**src/rtl/write_back_buffer.sv**
```systemverilog
// Write-back buffer: queues evicted 4-word cache lines and drains them to main memory one
// word per accepted beat, with a combinational snoop port for reads that hit pending lines.
module write_back_buffer #(
  parameter int DEPTH  = 2,
  parameter int ADDR_W = 15,
  parameter int DATA_W = 32,
  localparam int PW = $clog2(DEPTH),
  localparam int CW = PW + 1
) (
  input  logic              clk,
  input  logic              rst,
  input  logic              wbValid,
  output logic              wbReady,
  input  logic [ADDR_W-1:0] wbAddress,
  input  logic [DATA_W-1:0] wbW3,
  input  logic [DATA_W-1:0] wbW2,
  input  logic [DATA_W-1:0] wbW1,
  input  logic [DATA_W-1:0] wbW0,
  output logic              memWrite,
  input  logic              memReady,
  output logic [ADDR_W-1:0] memAddress,
  output logic [DATA_W-1:0] memData,
  input  logic [ADDR_W-1:0] snoopAddress,
  output logic              snoopHit,
  output logic [DATA_W-1:0] snoopW3,
  output logic [DATA_W-1:0] snoopW2,
  output logic [DATA_W-1:0] snoopW1,
  output logic [DATA_W-1:0] snoopW0,
  output logic [CW-1:0]     count,
  output logic              drained
);

  typedef enum logic {IDLE, WRITE} state_t;

  state_t          state_q, state_d;
  logic [1:0]      beat_q, beat_d;
  logic [CW-1:0]   count_q, count_d;
  logic [PW-1:0]   wr_ptr_q, wr_ptr_d;
  logic [PW-1:0]   rd_ptr_q, rd_ptr_d;

  // Only the line-index bits are stored; the word offset is always zero for a base.
  logic [ADDR_W-3:0] tag_mem  [DEPTH];
  logic [DATA_W-1:0] word_mem [DEPTH][4];

  logic [DATA_W-1:0] wb_words    [4];
  logic [DATA_W-1:0] snoop_words [4];
  logic              push;
  logic              pop;

  assign wb_words[0] = wbW0;
  assign wb_words[1] = wbW1;
  assign wb_words[2] = wbW2;
  assign wb_words[3] = wbW3;

  // Gated by rst so the buffer reports not-ready while held in reset.
  assign wbReady = rst & (count_q < CW'(DEPTH));
  assign push    = wbValid & wbReady;
  assign pop     = (state_q == WRITE) & memReady & (beat_q == 2'd3);

  always_ff @(posedge clk) begin
    if (push) begin
      tag_mem[wr_ptr_q] <= wbAddress[ADDR_W-1:2];
    end
  end

  for (genvar gi = 0; gi < 4; gi++) begin : g_word_store
    always_ff @(posedge clk) begin
      if (push) begin
        word_mem[wr_ptr_q][gi] <= wb_words[gi];
      end
    end
  end

  always_comb begin
    count_d  = count_q + CW'(push) - CW'(pop);
    wr_ptr_d = wr_ptr_q + PW'(push);
    rd_ptr_d = rd_ptr_q + PW'(pop);
    state_d  = state_q;
    beat_d   = beat_q;
    case (state_q)
      IDLE: begin
        if (count_q != '0) begin
          state_d = WRITE;
          beat_d  = 2'd0;
        end
      end
      WRITE: begin
        if (memReady) begin
          beat_d = beat_q + 2'd1;
          // Stay in WRITE across lines so consecutive lines stream without a gap.
          if (beat_q == 2'd3 && count_d == '0) begin
            state_d = IDLE;
          end
        end
      end
      default: state_d = IDLE;
    endcase
  end

  always_ff @(posedge clk or negedge rst) begin
    if (!rst) begin
      state_q  <= IDLE;
      beat_q   <= 2'd0;
      count_q  <= '0;
      wr_ptr_q <= '0;
      rd_ptr_q <= '0;
    end else begin
      state_q  <= state_d;
      beat_q   <= beat_d;
      count_q  <= count_d;
      wr_ptr_q <= wr_ptr_d;
      rd_ptr_q <= rd_ptr_d;
    end
  end

  assign memWrite   = (state_q == WRITE);
  assign memAddress = {tag_mem[rd_ptr_q], beat_q};
  assign memData    = word_mem[rd_ptr_q][beat_q];
  assign count      = count_q;
  assign drained    = (count_q == '0) && (state_q == IDLE);

  // Walk from oldest to newest so the newest matching entry wins.
  always_comb begin
    logic [PW-1:0] idx;
    snoopHit = 1'b0;
    for (int w = 0; w < 4; w++) begin
      snoop_words[w] = '0;
    end
    for (int k = 0; k < DEPTH; k++) begin
      idx = rd_ptr_q + PW'(k);
      if ((CW'(k) < count_q) && (tag_mem[idx] == snoopAddress[ADDR_W-1:2])) begin
        snoopHit = 1'b1;
        for (int w = 0; w < 4; w++) begin
          snoop_words[w] = word_mem[idx][w];
        end
      end
    end
  end

  assign snoopW0 = snoop_words[0];
  assign snoopW1 = snoop_words[1];
  assign snoopW2 = snoop_words[2];
  assign snoopW3 = snoop_words[3];

endmodule

```
**config.mk**
```make
export PLATFORM = sky130hd
export DESIGN_NAME = write_back_buffer
export DESIGN_NICKNAME = d
export VERILOG_FILES = /design/src/rtl/write_back_buffer.sv
export SDC_FILE = /design/constraint.sdc
export NUM_CORES = 1
export LEC_CHECK = 0
export ABC_CLOCK_PERIOD_IN_PS = 10800
export BUFFER_PORTS_ARGS = -buffer_cell sky130_fd_sc_hd__buf_2
export CAP_MARGIN = 40
export CORE_UTILIZATION = 50
export CTS_CLUSTER_DIAMETER = 50
export CTS_CLUSTER_SIZE = 12
export DETAILED_ROUTE_END_ITERATION = 6
export PLACE_DENSITY = 0.83
export SLEW_MARGIN = 20
export SYNTH_ARGS = -nofsm -noshare
export SYNTH_HDL_FRONTEND = slang
export SYNTH_SLANG_ARGS = --single-unit
```
**constraint.sdc**
```tcl
create_clock -name clk -period 10.8 [get_ports clk]
set_clock_uncertainty 0.2 [all_clocks]
set_input_delay 1.62 -clock clk [delete_from_list [all_inputs] [get_ports clk]]
set_output_delay 1.62 -clock clk [all_outputs]
set_load 0.02 [all_outputs]
```
==> impl_metrics.tcl, run 1 <==
set metrics [dict create \
    tns_ps 0 \
    grt_usage_pct 32.7 \
    worst_pin_slew_ps 1270 \
    yosys_warnings 0 \
    cts-resized-gates 0 \
    antenna_found_initial 19 \
    syn-num-nets 1605 \
    grt_pass1_vias 13913 \
    io_buffer_count 338 \
    drt_first_pass_iters 7 \
    clkSinkCount 289 \
    coreArea_um2 32500 \
    p_per_area_nw_per_um2 272 \
    globalplace.congestion 0.830 \
    place_area_um2 18500 \
    drv_cap 0 \
    worst-r2r-setup-slack_ps 7480 \
    relSlewSlack_pct 15.6 \
    cts_hold_buf 0 \
    mostFrequentLayoutCells "338 x buf_2, 282 x edfxtp_1, 244 x nand2_1" \
    fp.dieH_um 184 \
    p_comb_share_pct 50.5 \
    syn_to_final_growth_pct 19.7 \
    vdd_drop_max_mv 0.148 \
    ant_nets 0 \
    row_count 66 \
    dp_hpwl_mm 36.3 \
    final_common_cell "buf_2" \
    htreeDepth 2 \
    p_sw_mw 2.34 \
    syn_avg_cell_area_um2 11.5 \
    arrival_ps 5020 \
    drv_slew 0 \
    start_util_pct 50.7 \
    clk_path_buf_depth 3 \
    period_share_pct 63.3 \
    die_w_um 184 \
    post-place-ws_ps 3920 \
    ios 343 \
    drtIter0Drc 2187 \
    hold_viol 0 \
    hold_class "reg -> reg" \
    critPathRequiredTime_ps 8980 \
    postCtsSetupBuffers 0 \
    status "complete, but fails checks" \
    drt-total-wl_mm 56.8 \
    avgViaCountPerCell 6.91 \
    cts_root_buf "clkbuf_16" \
    rsz0062_at_grt "false" \
    final_area_um2 19700 \
    drc 1 \
    grt_overflow 0 \
    clkTransAtPathRegs_ps 50 \
    p_sw_share_pct 43.6 \
    setup_viol 0 \
    synth.ff_latch_count 289 \
    critical_path_class "in -> out" \
    endpoint "snoopW1[23]" \
    finalWorstSetupSlack_ps 3960 \
    cts_made_buffers 36 \
    clkPwrFrac_pct 21.5 \
    grt_max_degree 257 \
    violations "design-rule violations" \
    fill_cells 2586 \
    grt_pass1_wl_mm 83.2 \
    synth_seq_area_share_pct 52.4 \
    clkLatencyLatePin_ps 490 \
    start_kind "input port" \
    finalCriticalPeriod_ps 6840 \
    internal-power_mw 3.03 \
    timing.rr.start "count[1]$_DFF_PN0_" \
    cts_tree "built" \
    syn_area_um2 16500 \
    startpoint "snoopAddress[10]" \
    max_freq_ghz 0.146 \
    worstPathMaxFanout 256 \
    synth.distinct_cells 41 \
    cp-end-kind "output pin" \
    syn_inst 1438 \
    wl_per_cell_um 26.4 \
    layout.nets 1847 \
    vias 14863 \
    drive_gt1_share_pct 32.1 \
    r2r-end "word_mem[1][123]$_DFFE_PP_" \
    seqPwrFrac_pct 28.0 \
    leakage_nw 6.61 \
    die_area_um2 33700 \
    worst_r2r_path_depth 8 \
]
==> per-stage QoR <==
| step | power, mW | instances | hold WS, ps | utilization, % |
|---|---|---|---|---|
| CTS | 5.30 | 2133 | 374 | 60.2 |
| floorplan | 3.19 | 1438 | 392 | - |
| finish | 5.37 | 2151 | 380 | 60.7 |
| global route | 5.56 | 2147 | 408 | 60.7 |
| global placement | 4.06 | 2070 | 351 | 56.2 |
| detailed placement | 4.15 | 2078 | 362 | 56.8 |
==> layer usage <==
layer	GRT usage (%)	share of wire, %	up-vias	wire, µm
li1	-	-	6244	-
met1	41.2	35	7280	19800
met2	52.0	47	1124	26400
met3	8.54	13	207	7250
met4	16.5	5.8	8	3300
met5	0	0.088	-	50
==> critical path, stage by stage <==
cell and delay (ps):
buf_2 120, xor2_1 260, nor4bb_4 330, buf_4 340
and4_4 380, buf_16 310, buf_12 490, a21oi_1 230
a32oi_1 250, buf_2 210
==> synth_stat cells (all sizes together) <==
library cell | number | area, µm²
nor2b | 1 | 6.26
nand2 | 244 | 916
nand3 | 144 | 721
or4 | 119 | 901
nor3b | 1 | 7.51
or2 | 3 | 18.8
a31o | 1 | 8.76
nor4b | 1 | 15.0
mux2i | 13 | 130
inv | 7 | 26.3
nand4bb | 1 | 11.3
a21oi | 109 | 546
clkbuf | 118 | 443
mux4 | 64 | 1440
and2 | 2 | 12.5
xnor2 | 6 | 52.6
o41ai | 4 | 35.0
mux2 | 45 | 518
o21ai | 1 | 5.00
and3 | 14 | 87.6
edfxtp | 282 | 8470
nor4bb | 1 | 10.0
xor2 | 23 | 201
a32oi | 114 | 998
a31oi | 25 | 156
a2bb2oi | 2 | 17.5
buf | 48 | 277
nor4 | 14 | 87.6
and4 | 3 | 26.3
nand4 | 4 | 25.0
nor2 | 3 | 11.3
dfrtp | 7 | 175
ha | 5 | 62.6
a311oi | 9 | 78.8
==> area by class of cell <==
cell class,instances,area (µm²),area share [%]
tap,442,553,2.80
sequential,289,8650,43.8
multi-input combinational,976,7190,36.4
antenna,12,30.0,0.152
inverter,7,26.3,0.133
clock inverter,17,178,0.900
timing repair buffer,370,2190,11.1
clock buffer,38,930,4.71
==> power by group through the flow <==
stage          Clock, mW  Sequential, mW  Combinational [mW]
2_1_floorplan          0            1.48                1.71
3_3_place_gp           0            1.53                2.53
3_5_place_dp           0            1.52                2.63
4_1_cts             1.17            1.50                2.64
5_1_grt             1.21            1.52                2.84
6_report            1.15            1.50                2.71
==> worst min-delay path by stage <==
| stage | slack, ps | endpoint | depth (start not counted) | startpoint |
|---|---|---|---|---|
| 3_5_place_dp | 360 | count[0]$_DFF_PN0_ | 1 | count[0]$_DFF_PN0_ |
| 6_report | 380 | count[0]$_DFF_PN0_ | 1 | count[0]$_DFF_PN0_ |
| 5_1_grt | 410 | count[0]$_DFF_PN0_ | 1 | count[0]$_DFF_PN0_ |
| 2_1_floorplan | 390 | wr_ptr_q$_DFF_PN0_ | 3 | wr_ptr_q$_DFF_PN0_ |
| 4_1_cts | 370 | count[0]$_DFF_PN0_ | 1 | count[0]$_DFF_PN0_ |
| 3_3_place_gp | 350 | count[0]$_DFF_PN0_ | 1 | count[0]$_DFF_PN0_ |
==> flip-flops by register name (all words and copies together) (netlist names) <==
register / count
tag_mem: 26
word_mem: 256
beat_q: 2
wr_ptr_q: 1
memWrite: 1
count: 2
rd_ptr_q: 1
==> kinds of logic (layout without fill, tap and decap cells) <==
family	after synthesis	after routing	synth area share [%]
compound gates	265	265	11.2
buf+inv	173	432	4.52
other cells	0	12	0
simple gates	555	555	17.3
mux	122	122	12.7
xor+xnor	29	29	1.54
fa+ha+maj	5	5	0.379
flops	289	289	52.4
Note: power is estimated with default switching activity, not from simulation.
==> run 2: changes to the inputs <==
- ABC_AREA: unset -> 1
- ABC_CLOCK_PERIOD_IN_PS: 10800 -> 5490
- PLACE_DENSITY: 0.83 -> 0.86
- clock period: 10.8 -> 5.49 ns (I/O delays scaled with it)
==> impl_metrics.tcl, run 2 <==
set metrics [dict create \
    syn_to_final_growth_pct 19.3 \
    hold_class "in -> reg" \
    ant_nets 0 \
    wl_per_cell_um 19.1 \
    clkSinkCount 289 \
    final_area_um2 18600 \
    synth.ff_latch_count 289 \
    relSlewSlack_pct 42.1 \
    syn_inst 1965 \
    worst-r2r-setup-slack_ps 2860 \
    cp-end-kind "output pin" \
    critical_path_class "reg -> out" \
    antenna_found_initial 8 \
    syn_avg_cell_area_um2 7.94 \
    critPathRequiredTime_ps 4470 \
    layout.nets 2406 \
    setup_viol 0 \
    cts_root_buf "clkbuf_16" \
    period_share_pct 88.8 \
    syn_area_um2 15600 \
    place_area_um2 17400 \
    vdd_drop_max_mv 0.414 \
    synth_common_cells "1162 x nand2_1, 282 x edfxtp_1, 144 x nand3_1, 80 x nor2_1, 71 x o21ai_0" \
    globalplace.congestion 0.953 \
    ios 343 \
    synth.area.top_cells "edfxtp_1 54%, nand2_1 28%, nand3_1 4.6%" \
    p_per_area_nw_per_um2 487 \
    status "completed" \
    synth_edf_count 282 \
    clk_path_buf_depth 3 \
    finalCriticalPeriod_ps 4880 \
    startpoint "rd_ptr_q$_DFF_PN0_" \
    r2r-end "word_mem[1][20]$_DFFE_PP_" \
    yosysMostFrequentCell "nand2_1" \
    cts_made_buffers 35 \
    tns_ps 0 \
    drv_slew 0 \
    vias 14991 \
    synth_top_area_cell "edfxtp_1" \
    largest_reg_flops 256 \
    synth_seq_area_share_pct 55.4 \
    yosys_warnings 0 \
    synth_top_area_share_pct 54.3 \
    cts_tree "built" \
    drt_first_pass_iters 5 \
    grt_pass1_wl_mm 75.2 \
    endpoint "snoopW1[20]" \
    worst_r2r_path_depth 5 \
    coreArea_um2 30700 \
    clkLatencyLatePin_ps 510 \
    start_kind "register" \
    row_count 64 \
    arrival_ps 3850 \
    dp_hpwl_mm 34.1 \
    drc 0 \
    htreeDepth 2 \
    timing.rr.start "count[1]$_DFF_PN0_" \
    fill_cells 2510 \
    fp.dieH_um 179 \
    worstPathMaxFanout 92 \
    mostFrequentLayoutCells "1161 x nand2_1, 338 x buf_2, 282 x edfxtp_1" \
    grt_usage_pct 31.4 \
    syn-num-nets 2132 \
    start_util_pct 50.9 \
    io_buffer_count 338 \
    hold_start "wbW2[12]" \
    ys.flop_type "edfxtp_1" \
    async_reset_ff_share_pct 2.42 \
    die_area_um2 31900 \
    drv_cap 0 \
    max_freq_ghz 0.205 \
    synth.distinct_cells 24 \
    drtIter0Drc 1666 \
    rsz0062_at_grt "false" \
    drive_gt1_share_pct 19.0 \
    grt_max_degree 194 \
    clkTransAtPathRegs_ps 60 \
    avgViaCountPerCell 5.63 \
    die_w_um 179 \
    hold_viol 0 \
    leakage_nw 9.20 \
    cts-resized-gates 0 \
    grt_pass1_vias 14103 \
    largest_register "word_mem" \
    drt-total-wl_mm 50.8 \
    top_regs "word_mem: 256 flops, tag_mem: 26 flops" \
    worst_pin_slew_ps 869 \
    grt_overflow 0 \
    final_common_cell "nand2_1" \
]
[run 2: cell families after synthesis]
| group | Yosys count | synth area share [%] |
|---|---|---|
| flip-flops | 289 | 55.4 |
| XOR/XNOR | 3 | 0.168 |
| adder cells (fa/ha/maj) | 5 | 0.401 |
| AO/OA/AOI/OAI | 106 | 3.69 |
| buffers and inverters | 164 | 5.14 |
| AND/OR/NAND/NOR | 1398 | 35.2 |
[run 2: worst max-delay path: stages, from the launching register on]
cell,delay [ps]
dfrtp_4,710
inv_8,460
nand2_1,160
nand3_1,130
nand2_1,80
nor2_1,130
nand2_1,90
nor2_1,190
nand2_4,100
inv_4,230
buf_16,270
buf_4,290
nand2_1,90
nand2_1,100
buf_2,170
[run 2: repair_timing]
| item | 4_1_cts | 5_1_grt |
|---|---|---|
| setup buffers | 0 | 0 |
| hold buffers | 1 | 0 |
| hold endpoints to repair | 7 | 0 |
[run 2: report_power, final]
part           leakage [nW]  internal, mW  switching (mW)
clock network         0.549          1.41           0.904
logic                  6.01          1.01            2.85
registers              2.64          2.71           0.178
[run 2: area by class of cell]
cell class	instances	area, µm²	share of cell area [%]
timing repair buffer	362	1960	10.6
tap	396	495	2.66
multi-input combinational	1512	6200	33.3
clock buffer	40	895	4.81
inverter	39	156	0.840
antenna	9	22.5	0.121
clock inverter	17	234	1.26
sequential	289	8650	46.5
[run 2: worst min-delay path by stage]
stage	cells past startpoint	slack [ps]	endpoint
6_report	1	290	word_mem[1][44]$_DFFE_PP_
5_1_grt	1	270	word_mem[1][44]$_DFFE_PP_
4_1_cts	1	270	word_mem[1][109]$_DFFE_PP_
3_5_place_dp	1	380	count[0]$_DFF_PN0_
3_3_place_gp	1	350	count[0]$_DFF_PN0_
2_1_floorplan	0	330	beat_q[0]$_DFFE_PN0P_
[run 2: metal layers]
metal	GRT usage (%)	vias to the layer above	part of all wire (%)
met5	0	-	0.024
met4	18.0	2	6.1
met3	8.21	171	11
met2	53.4	898	49
met1	35.6	6986	34
li1	-	6934	-
[run 2: through the flow]
step,util [%],worst slack (ps),power [mW],hold WS (ps),instances
after CTS,60.5,484,9.04,275,2654
after detailed placement,56.8,1040,6.74,378,2596
after global routing,60.6,421,9.55,273,2659
after global placement,56.7,1150,6.57,348,2595
final,60.7,612,9.06,289,2664
after floorplan,-,97.8,5.45,328,1965
==> run 3: changes to the inputs <==
- CORE_UTILIZATION: 50 -> 40
- PLACE_DENSITY: 0.86 -> 0.73
- REMOVE_ABC_BUFFERS: unset -> 1
==> impl_metrics.tcl, run 3 (synthesized netlist as in run 2, its figures left out) <==
set metrics [dict create \
    hold_class "in -> reg" \
    finalCriticalPeriod_ps 4750 \
    worst_pin_slew_ps 833 \
    start_kind "register" \
    coreArea_um2 38000 \
    clkSinkCount 289 \
    timing.rr.start "count[1]$_DFF_PN0_" \
    final_common_cell "nand2_1" \
    die_area_um2 39800 \
    drt_first_pass_iters 5 \
    critPathRequiredTime_ps 4470 \
    grt_overflow 0 \
    p_sw_share_pct 42.2 \
    seqPwrFrac_pct 33.0 \
    fill_cells 3610 \
    max_freq_ghz 0.211 \
    syn_to_final_growth_pct 20.1 \
    largest_reg_flops 256 \
    hold_viol 0 \
    vias 14343 \
    fp.dieH_um 200 \
    drv_slew 0 \
    drv_cap 0 \
    drt-total-wl_mm 45.6 \
    cp-end-kind "output pin" \
    die_w_um 200 \
    worst_r2r_path_depth 5 \
    clkTransAtPathRegs_ps 60 \
    cpMaxStageDelayCell "dfrtp_4" \
    worstPathMaxFanout 91 \
    wl_per_cell_um 16.4 \
    critical_path_class "reg -> out" \
    clkPwrFrac_pct 24.5 \
    grt_pass1_wl_mm 68.8 \
    drive_gt1_share_pct 19.1 \
    p_sw_mw 3.65 \
    cp_slowest_stage_delay_ps 630 \
    path_cells "inv_8 > nand2_1 > nand3_1 > nand2_1 > nor2_1 > nand2_1 > nor2_1 > nand2_4 > inv_4 > buf_4 > nand2_1 > nand2_1 > buf_2" \
    grt_pass1_vias 13478 \
    avgViaCountPerCell 5.17 \
    antenna_found_initial 3 \
    hold_start "wbW2[23]" \
    leakage_nw 9.18 \
    clk_path_buf_depth 3 \
    setup_viol 0 \
    start_util_pct 41.0 \
    ant_nets 0 \
    rsz0062_at_grt "false" \
    p_comb_share_pct 42.5 \
    vdd_drop_max_mv 0.316 \
    grt_usage_pct 22.3 \
    final_area_um2 18700 \
    mostFrequentLayoutCells "1161 x nand2_1, 338 x buf_2, 282 x edfxtp_1" \
    period_share_pct 86.5 \
    top_regs "word_mem: 256 flops, tag_mem: 26 flops" \
    cts_tree "built" \
    place_area_um2 17600 \
    row_count 71 \
    drc 0 \
    cts_root_buf "clkbuf_16" \
    startpoint "rd_ptr_q$_DFF_PN0_" \
    min_path_cells 1 \
    ios 343 \
    internal-power_mw 5.01 \
    cts_made_buffers 36 \
    relSlewSlack_pct 44.4 \
    drtIter0Drc 942 \
    fin_util_pct 49.3 \
    cts-resized-gates 0 \
    layout.nets 2407 \
    globalplace.congestion 0.826 \
    arrival_ps 3730 \
    p_per_area_nw_per_um2 462 \
    clkLatencyLatePin_ps 530 \
    largest_register "word_mem" \
    status "completed" \
    cp_common_cell "nand2_1" \
    io_buffer_count 338 \
    htreeDepth 2 \
    dp_hpwl_mm 28.6 \
    grt_max_degree 130 \
]
==> run 3: cell types whose count changed in the layout (fill, tap and decap cells not counted), sizes merged <==
cell      change
inv           -3
bufinv        -5
clkinv        +6
clkinvlp      +4
diode         -6
==> run 3: cell type report <==
| type | instances | area (µm²) | area share (%) |
|---|---|---|---|
| repair buffers | 362 | 2030 | 10.9 |
| flip-flops and latches | 289 | 8650 | 46.2 |
| diodes | 3 | 7.51 | 0.0401 |
| inverters | 39 | 156 | 0.835 |
| multi-input cells | 1512 | 6200 | 33.1 |
| clock inverters | 19 | 111 | 0.594 |
| well taps | 511 | 639 | 3.41 |
| clock buffers | 40 | 937 | 5.00 |
==> run 3: critical path, delay by kind of cell, from the launching register on <==
family / cells / cell delay (ps)
buffers and inverters: 4 / 1460
AND/OR/NAND/NOR: 9 / 1010
flip-flops: 1 / 630
==> run 3: final timing paths <==
path | end | slack (ps)
min in group asynchronous | count[1]$_DFF_PN0_ | 480
min reg2reg | count[0]$_DFF_PN0_ | 380
max reg2reg | word_mem[1][5]$_DFFE_PP_ | 2810
max in group asynchronous | beat_q[0]$_DFFE_PN0P_ | 4420
min | word_mem[0][55]$_DFFE_PP_ | 280
max | snoopW1[21] | 740
==> run 3: power groups by stage <==
stage          clock network [mW]  logic, mW  registers, mW
5_1_grt                      2.25       4.10           2.88
3_3_place_gp                    0       3.45           2.88
4_1_cts                      2.18       3.67           2.85
6_report                     2.12       3.68           2.86
2_1_floorplan                   0       2.42           3.14
3_5_place_dp                    0       3.65           2.90
==> run 3: repair_timing <==
item / in CTS / in global routing
endpoints found under the setup margin: 0 / 0
setup buffers: 0 / 0
hold buffers: 1 / 0
endpoints found under the hold margin: 7 / 0
==> run 3: metrics by stage <==
| stage | hold WS, ps | setup TNS (ps) | setup WS (ps) | cells | total power [mW] |
|---|---|---|---|---|---|
| floorplan | 328 | -1140460 | -7620 | 1840 | 5.56 |
| global placement | 347 | 0 | 1350 | 2706 | 6.33 |
| detailed placement | 380 | 0 | 1310 | 2711 | 6.55 |
| CTS | 238 | 0 | 713 | 2771 | 8.70 |
| global route | 244 | 0 | 434 | 2773 | 9.23 |
| finish | 278 | 0 | 741 | 2775 | 8.66 |
==> run 3: metal layers <==
layer | track usage (%) | vias up | part of all wire [%]
li1 | - | 6932 | -
met1 | 26.3 | 6708 | 39
met2 | 38.0 | 609 | 48
met3 | 6.85 | 90 | 9.9
met4 | 8.06 | 4 | 2.8
met5 | 0 | - | 0.050
